**config.mk**
```make
export PLATFORM = sky130hd
export DESIGN_NAME = gps_trip_stat
export DESIGN_NICKNAME = d
export VERILOG_FILES = /design/src/rtl/gps_trip_pkg.sv /design/src/rtl/gps_serial_div.sv /design/src/rtl/gps_trip_stat.sv
export SDC_FILE = /design/constraint.sdc
export NUM_CORES = 1
export LEC_CHECK = 0
export ABC_CLOCK_PERIOD_IN_PS = 10700
export CORE_MARGIN = 2
export CORE_UTILIZATION = 45
export CTS_BUF_LIST = sky130_fd_sc_hd__clkbuf_4 sky130_fd_sc_hd__clkbuf_8 sky130_fd_sc_hd__clkbuf_16
export DETAILED_ROUTE_END_ITERATION = 8
export PLACE_DENSITY_LB_ADDON = 0.08
export SLEW_MARGIN = 10
export SYNTH_ARGS = -nofsm -noshare
export SYNTH_HDL_FRONTEND = slang
export SYNTH_SLANG_ARGS = --single-unit
```
**constraint.sdc**
```tcl
create_clock -name clk -period 10.7 [get_ports clk]
set_clock_uncertainty 0.1 [all_clocks]
set_input_delay 2.14 -clock clk [delete_from_list [all_inputs] [get_ports clk]]
set_output_delay 2.14 -clock clk [all_outputs]
set_load 0.01 [all_outputs]
```
**src/rtl/gps_trip_pkg.sv**
```systemverilog
// Shared defaults, FSM encoding and saturation limits for the trip-statistics block.
package gps_trip_pkg;

  localparam int DW_DEF = 40;
  localparam int SW_DEF = 48;
  localparam int CW_DEF = 16;

  typedef enum logic {
    IDLE = 1'b0,
    DIV  = 1'b1
  } state_t;

  localparam logic [SW_DEF-1:0] SUM_MAX = {SW_DEF{1'b1}};
  localparam logic [CW_DEF-1:0] CNT_MAX = {CW_DEF{1'b1}};

endpackage

```
**src/rtl/gps_serial_div.sv**
```systemverilog
// Restoring bit-serial divider: one quotient bit per cycle, MSB first, SW cycles.
// quot holds the last completed result; it only changes on the final iteration
// edge (together with the done pulse) or when aborted.
module gps_serial_div #(
  parameter int SW = 48,
  parameter int CW = 16
) (
  input  logic          clk,
  input  logic          reset_n,
  input  logic          start,
  input  logic          abort,
  input  logic [SW-1:0] dividend,
  input  logic [CW-1:0] divisor,
  output logic [SW-1:0] quot,
  output logic          done,
  output logic          last
);

  localparam int NW = $clog2(SW + 1);

  logic [SW-1:0] q;
  logic [CW-1:0] rem;
  logic [CW-1:0] dvs;
  logic [NW-1:0] cnt;
  logic          run;

  logic [CW:0]   trial;
  logic          fits;
  logic [CW-1:0] rem_next;
  logic [SW-1:0] q_next;

  // One restoring step: shift in the next dividend bit, subtract if it fits.
  // The remainder is always below the divisor, so the trial fits in CW+1 bits.
  always_comb begin
    trial    = {rem, q[SW-1]};
    fits     = (trial >= {1'b0, dvs});
    rem_next = fits ? CW'(trial - {1'b0, dvs}) : trial[CW-1:0];
    q_next   = {q[SW-2:0], fits};
    last     = run && (cnt == NW'(1));
  end

  // Iteration registers; the down-counter's terminal count marks the last step.
  always_ff @(posedge clk or negedge reset_n) begin
    if (!reset_n) begin
      q    <= '0;
      rem  <= '0;
      dvs  <= '0;
      cnt  <= '0;
      run  <= 1'b0;
      quot <= '0;
      done <= 1'b0;
    end else begin
      done <= 1'b0;
      if (abort) begin
        run  <= 1'b0;
        cnt  <= '0;
        quot <= '0;
      end else if (start) begin
        q   <= dividend;
        rem <= '0;
        dvs <= divisor;
        cnt <= NW'(SW);
        run <= 1'b1;
      end else if (run) begin
        q   <= q_next;
        rem <= rem_next;
        cnt <= cnt - NW'(1);
        if (last) begin
          run  <= 1'b0;
          quot <= q_next;
          done <= 1'b1;
        end
      end
    end
  end

endmodule

```
**src/rtl/gps_trip_stat.sv**
```systemverilog
// Trip statistics: saturating total, segment count, longest segment and the
// running mean (via a serial divider), with a one-entry pending buffer for
// samples that arrive while a division is in progress.
//
// state | meaning
// IDLE  | no division running; a sample (pending first) is accepted here
// DIV   | divider iterating; new samples go to the pending slot or are dropped
module gps_trip_stat
  import gps_trip_pkg::*;
#(
  parameter int DW = DW_DEF,
  parameter int SW = SW_DEF,
  parameter int CW = CW_DEF
) (
  input  logic          clk,
  input  logic          reset_n,
  input  logic          DIST_VALID,
  input  logic [DW-1:0] DIST,
  input  logic          CLR,
  output logic [SW-1:0] SUM,
  output logic [CW-1:0] SEG_CNT,
  output logic [DW-1:0] MAX_D,
  output logic [SW-1:0] AVG,
  output logic          AVG_VALID,
  output logic          BUSY,
  output logic          OVF
);

  state_t        state, state_nxt;
  logic          pend;
  logic [DW-1:0] pend_d;

  logic          apply_pend, accept_new, load, drop;
  logic [DW-1:0] load_d;
  logic [SW:0]   sum_add;
  logic [SW-1:0] sum_new;
  logic          cnt_sat;
  logic [CW-1:0] cnt_new;
  logic          div_last;

  // Accept decode and saturating next values for the statistics.
  // A pending sample always wins over a fresh one in IDLE so order is kept.
  always_comb begin
    apply_pend = (state == IDLE) && pend && !CLR;
    accept_new = (state == IDLE) && !pend && DIST_VALID && !CLR;
    load       = apply_pend || accept_new;
    drop       = (state == DIV) && DIST_VALID && pend && !CLR;
    load_d     = pend ? pend_d : DIST;
    sum_add    = {1'b0, SUM} + (SW+1)'(load_d);
    sum_new    = sum_add[SW] ? SUM_MAX : sum_add[SW-1:0];
    cnt_sat    = (SEG_CNT == CNT_MAX);
    cnt_new    = cnt_sat ? SEG_CNT : SEG_CNT + CW'(1);
  end

  // FSM state register.
  always_ff @(posedge clk or negedge reset_n) begin
    if (!reset_n) state <= IDLE;
    else          state <= state_nxt;
  end

  // FSM next state: CLR aborts, a load enters DIV, the last iteration returns.
  always_comb begin
    state_nxt = state;
    if (CLR) begin
      state_nxt = IDLE;
    end else begin
      case (state)
        IDLE:    if (load) state_nxt = DIV;
        DIV:     if (div_last) state_nxt = IDLE;
        default: state_nxt = IDLE;
      endcase
    end
  end

  // FSM outputs.
  always_comb begin
    BUSY = (state == DIV) || pend;
  end

  // Accumulators and sticky overflow flag.
  always_ff @(posedge clk or negedge reset_n) begin
    if (!reset_n) begin
      SUM     <= '0;
      SEG_CNT <= '0;
      MAX_D   <= '0;
      OVF     <= 1'b0;
    end else if (CLR) begin
      SUM     <= '0;
      SEG_CNT <= '0;
      MAX_D   <= '0;
      OVF     <= 1'b0;
    end else begin
      if (load) begin
        SUM     <= sum_new;
        SEG_CNT <= cnt_new;
        if (load_d > MAX_D) MAX_D <= load_d;
        if (sum_add[SW] || cnt_sat) OVF <= 1'b1;
      end
      if (drop) OVF <= 1'b1;
    end
  end

  // One-entry pending buffer; refilled in the same edge it is drained.
  always_ff @(posedge clk or negedge reset_n) begin
    if (!reset_n) begin
      pend   <= 1'b0;
      pend_d <= '0;
    end else if (CLR) begin
      pend <= 1'b0;
    end else if ((state == DIV) && DIST_VALID && !pend) begin
      pend   <= 1'b1;
      pend_d <= DIST;
    end else if (apply_pend) begin
      pend <= DIST_VALID;
      if (DIST_VALID) pend_d <= DIST;
    end
  end

  gps_serial_div #(
    .SW(SW),
    .CW(CW)
  ) u_div (
    .clk      (clk),
    .reset_n  (reset_n),
    .start    (load),
    .abort    (CLR),
    .dividend (sum_new),
    .divisor  (cnt_new),
    .quot     (AVG),
    .done     (AVG_VALID),
    .last     (div_last)
  );

endmodule

```
==> results.yml <==
die:
  die_h_um: 195
  fp.coreArea_um2: 35700
  die_w_um: 195
  start_util_pct: 45.9
  ios: 199
  die_area_um2: 38000
  fp-row-count: 69
grt:
  grt_pass1_wl_um: 76200
  antenna_found_initial: 0
  grt_pass1_vias: 13400
  grt_overflow: 0
  grt_max_degree: 98
  track_usage_pct: 25.4
yosys:
  yosys.cell_types.count: 78
  synth_flop_cell: "dfrtp_1"
  synth_fa_ha_area_share_pct: 7.80
  syn_area_um2: 16400
  synth_area_leaders: "dfrtp_1 (43%), ha_1 (7.6%), mux2_2 (7.4%)"
  synth_compound_area_share_pct: 18.4
  synth_xor_area_share_pct: 3.95
  yosysWarnings: 0
  synth_top_family_by_area: "compound AO/OA/AOI/OAI gates"
  synth.avg_cell_area_um2: 9.69
  ys_seq_area_share_pct: 43.2
  syn_inst: 1691
  synth-edff-count: 0
  syn-num-nets: 1836
  async_reset_ff_share_pct: 100
  yosys.area.top_type_share_pct: 43.2
  synthSimpleGateAreaFrac_pct: 13.4
  synth.area.mux_share_pct: 9.09
  synth_seq_cells: 283
  yosysTopAreaCell: "dfrtp_1"
routing:
  vias: 13700
  wire_per_inst_um: 21.0
  wl_um: 48800
  drtIter0Drc: 917
  firstDrtPassIters: 5
  vias_per_cell: 5.88
  antenna_left: 0
  drcViolationCount: 0
worst_setup_path:
  r2r_slack_ps: 6050
  path_cells: "clkdlybuf4s50_1 -> mux2i_1 -> inv_1 -> ha_1 -> fa_1 -> a211oi_1 -> nor2_1 -> o31ai_1 -> a21o_1 -> and3_4 -> or3_1 -> nand2_1 -> o21ai_0 -> a21oi_1"
  endpoint_kind: "flop"
  critical_path_class: "in -> reg"
  crit_arrival_ps: 5980
  slowest_stage: "or3_1"
  crit_path_start_kind: "input port"
  crit_path_max_fanout: 15
  required_ps: 11000
  slowest_delay_ps: 550
timing:
  final-setup-viol-count: 0
  maxSlewHeadroom_pct: 29.4
  max_freq_mhz: 176
  fin_crit_sh_pct: 53.1
  slew_violations: 0
  whs_ps: 383
  fin_crit_ps: 5680
  finalSetupTns_ps: 0
  hold_viol: 0
  worst_slew_pin_slew_ps: 1060
  rsz0062_at_grt: "no"
clock_tree:
  cts_made_buffers: 34
  clock_sinks: 283
  clkLatencyLatePin_ps: 530
  clock_tree.root_cell: "clkbuf_16"
  tritoncts: "built"
  cts-resized-gates: 0
  cts_setup_buffers: 0
  htreeDepth: 2
  cts_max_path_buffers: 3
  hold_buffers: 0
  clkTransAtPathRegs_ps: 60
power_and_ir_drop:
  p_leak_nw: 8.71
  ir_drop_mv: 0.119
  power_density_nw_per_um2: 202
placement:
  place.gp.congestion: 0.917
  dp_hpwl_um: 34700
  port_buffers: 198
min_path:
  worst_hold_path_type: "reg -> reg"
run:
  maxCapViolCount: 0
cells_and_area:
  drive_above_1_share_pct: 11.2
  multi_input_area_um2: 8710
  antenna_cells: 0
  area_growth_pct: 21.2
  regArea_um2: 7080
  fill_cells: 3250
  layout.nets: 1993
status:
  status: "completed"
[cell usage after synthesis (14+ instances only)]
| cell | instances |
|---|---|
| dfrtp_1 | 283 |
| nor2_1 | 160 |
| nand2_1 | 134 |
| mux2_2 | 108 |
| ha_1 | 99 |
| a21oi_1 | 98 |
| o21ai_0 | 79 |
| inv_1 | 76 |
| clkbuf_1 | 56 |
| a22o_1 | 50 |
| nand3_1 | 44 |
| a21o_1 | 42 |
| nor3_1 | 41 |
| xnor2_1 | 39 |
| xor2_1 | 35 |
| nand4_1 | 29 |
| a211oi_1 | 22 |
| buf_2 | 22 |
| a31oi_1 | 19 |
| and3_1 | 18 |
| a22oi_1 | 16 |
| mux2i_1 | 15 |
| buf_1 | 14 |
| o211ai_1 | 14 |
[routing by layer]
| metal | global-route usage (%) | share of wire, % |
|---|---|---|
| met1 | 35.8 | 46 |
| met2 | 40.3 | 46 |
| met3 | 4.20 | 6.0 |
| met4 | 7.38 | 2.7 |
| met5 | 0 | 0 |
[final timing paths]
check,depth (start not counted),startpoint,to
worst max-delay path,14,DIST[0],SUM[43]$_DFFE_PN0N_
worst min-delay path,2,u_div.dvs[4]$_DFFE_PN0P_,u_div.dvs[4]$_DFFE_PN0P_
worst max register to register,14,pend$_DFFE_PN0P_,SUM[43]$_DFFE_PN0N_
worst min register to register,2,u_div.dvs[4]$_DFFE_PN0P_,u_div.dvs[4]$_DFFE_PN0P_
max in group asynchronous,2,reset_n,pend$_DFFE_PN0P_
min in group asynchronous,1,reset_n,u_div.quot[33]$_DFFE_PN0P_
[flip-flops by register name (all words and copies together) (netlist names)]
name        count
SUM            48
u_div.q        48
u_div.quot     48
MAX_D          40
pend_d         40
SEG_CNT        16
u_div.dvs      16
u_div.rem      16
u_div.cnt       6
OVF             1
pend            1
state           1
u_div.done      1
u_div.run       1
[cell families after synthesis]
kind of cell / after synthesis
buffers and inverters: 170
muxes: 134
adders and majority gates: 101
and+or+nand+nor: 480
AOI/OAI and AO/OA: 449
DFF: 283
xor gates and xnor gates: 74
[through the flow]
step                setup WS, ps  power (W)  util, %  area [um^2]  cells
detailed placement          4480    0.00286     52.5        18800   2273
finish                      5020    0.00401     55.6        19900   2331
CTS                         5000    0.00403     55.6        19900   2331
global route                4670    0.00424     55.6        19900   2331
floorplan                   5780    0.00240        -        16400   1691
global placement            4580    0.00284     52.5        18800   2273
[placed cells by master, fill, tap and decap left out, types with 7 or more instances in the layout]
| cell type | instances |
|---|---|
| a31oi_1 | 17 |
| mux2i_1 | 15 |
| nor3_1 | 41 |
| clkinv_2 | 8 |
| clkbuf_4 | 7 |
| a211oi_1 | 22 |
| o21a_1 | 11 |
| nand4_1 | 29 |
| dfrtp_1 | 282 |
| o21ai_0 | 78 |
| clkdlybuf4s50_1 | 196 |
| or3_1 | 8 |
| nand3_1 | 43 |
| a22oi_1 | 16 |
| inv_1 | 76 |
| o311ai_0 | 11 |
| xor2_1 | 35 |
| ha_1 | 99 |
| xnor2_1 | 39 |
| buf_4 | 17 |
| o21ai_1 | 9 |
| mux2_1 | 11 |
| clkbuf_16 | 34 |
| o21bai_1 | 11 |
| o22ai_1 | 13 |
| a21oi_1 | 98 |
| o211ai_1 | 14 |
| mux2_2 | 108 |
| nand2_1 | 133 |
| and3_1 | 18 |
| a21o_1 | 42 |
| nor2b_1 | 8 |
| nor2_1 | 158 |
| a22o_1 | 50 |
[worst max-delay path: cells and delay by family]
family,cells,cell delay (ps)
AND/OR/NAND/NOR,4,1110
buffers and inverters,2,490
multiplexers,1,250
AO/OA/AOI/OAI,5,1320
adder cells (fa/ha/maj),2,660
[power by group]
group / total [W] / internal [W] / switching (W)
Combinational: 0.00142 / 0.000625 / 0.000793
Clock: 0.00115 / 0.000686 / 0.000469
Sequential: 0.00144 / 0.00126 / 0.000177
Total: 0.00401 / 0.00257 / 0.00144
[area by class of cell]
class,count,share of cell area [%]
clock buffers,46,4.90
inverters,77,1.46
multi-input cells,1238,43.8
well taps,461,2.90
flip-flops and latches,283,35.7
clock inverters,12,0.630
repair buffers,214,10.6
Power figures use the tool's default switching activity.
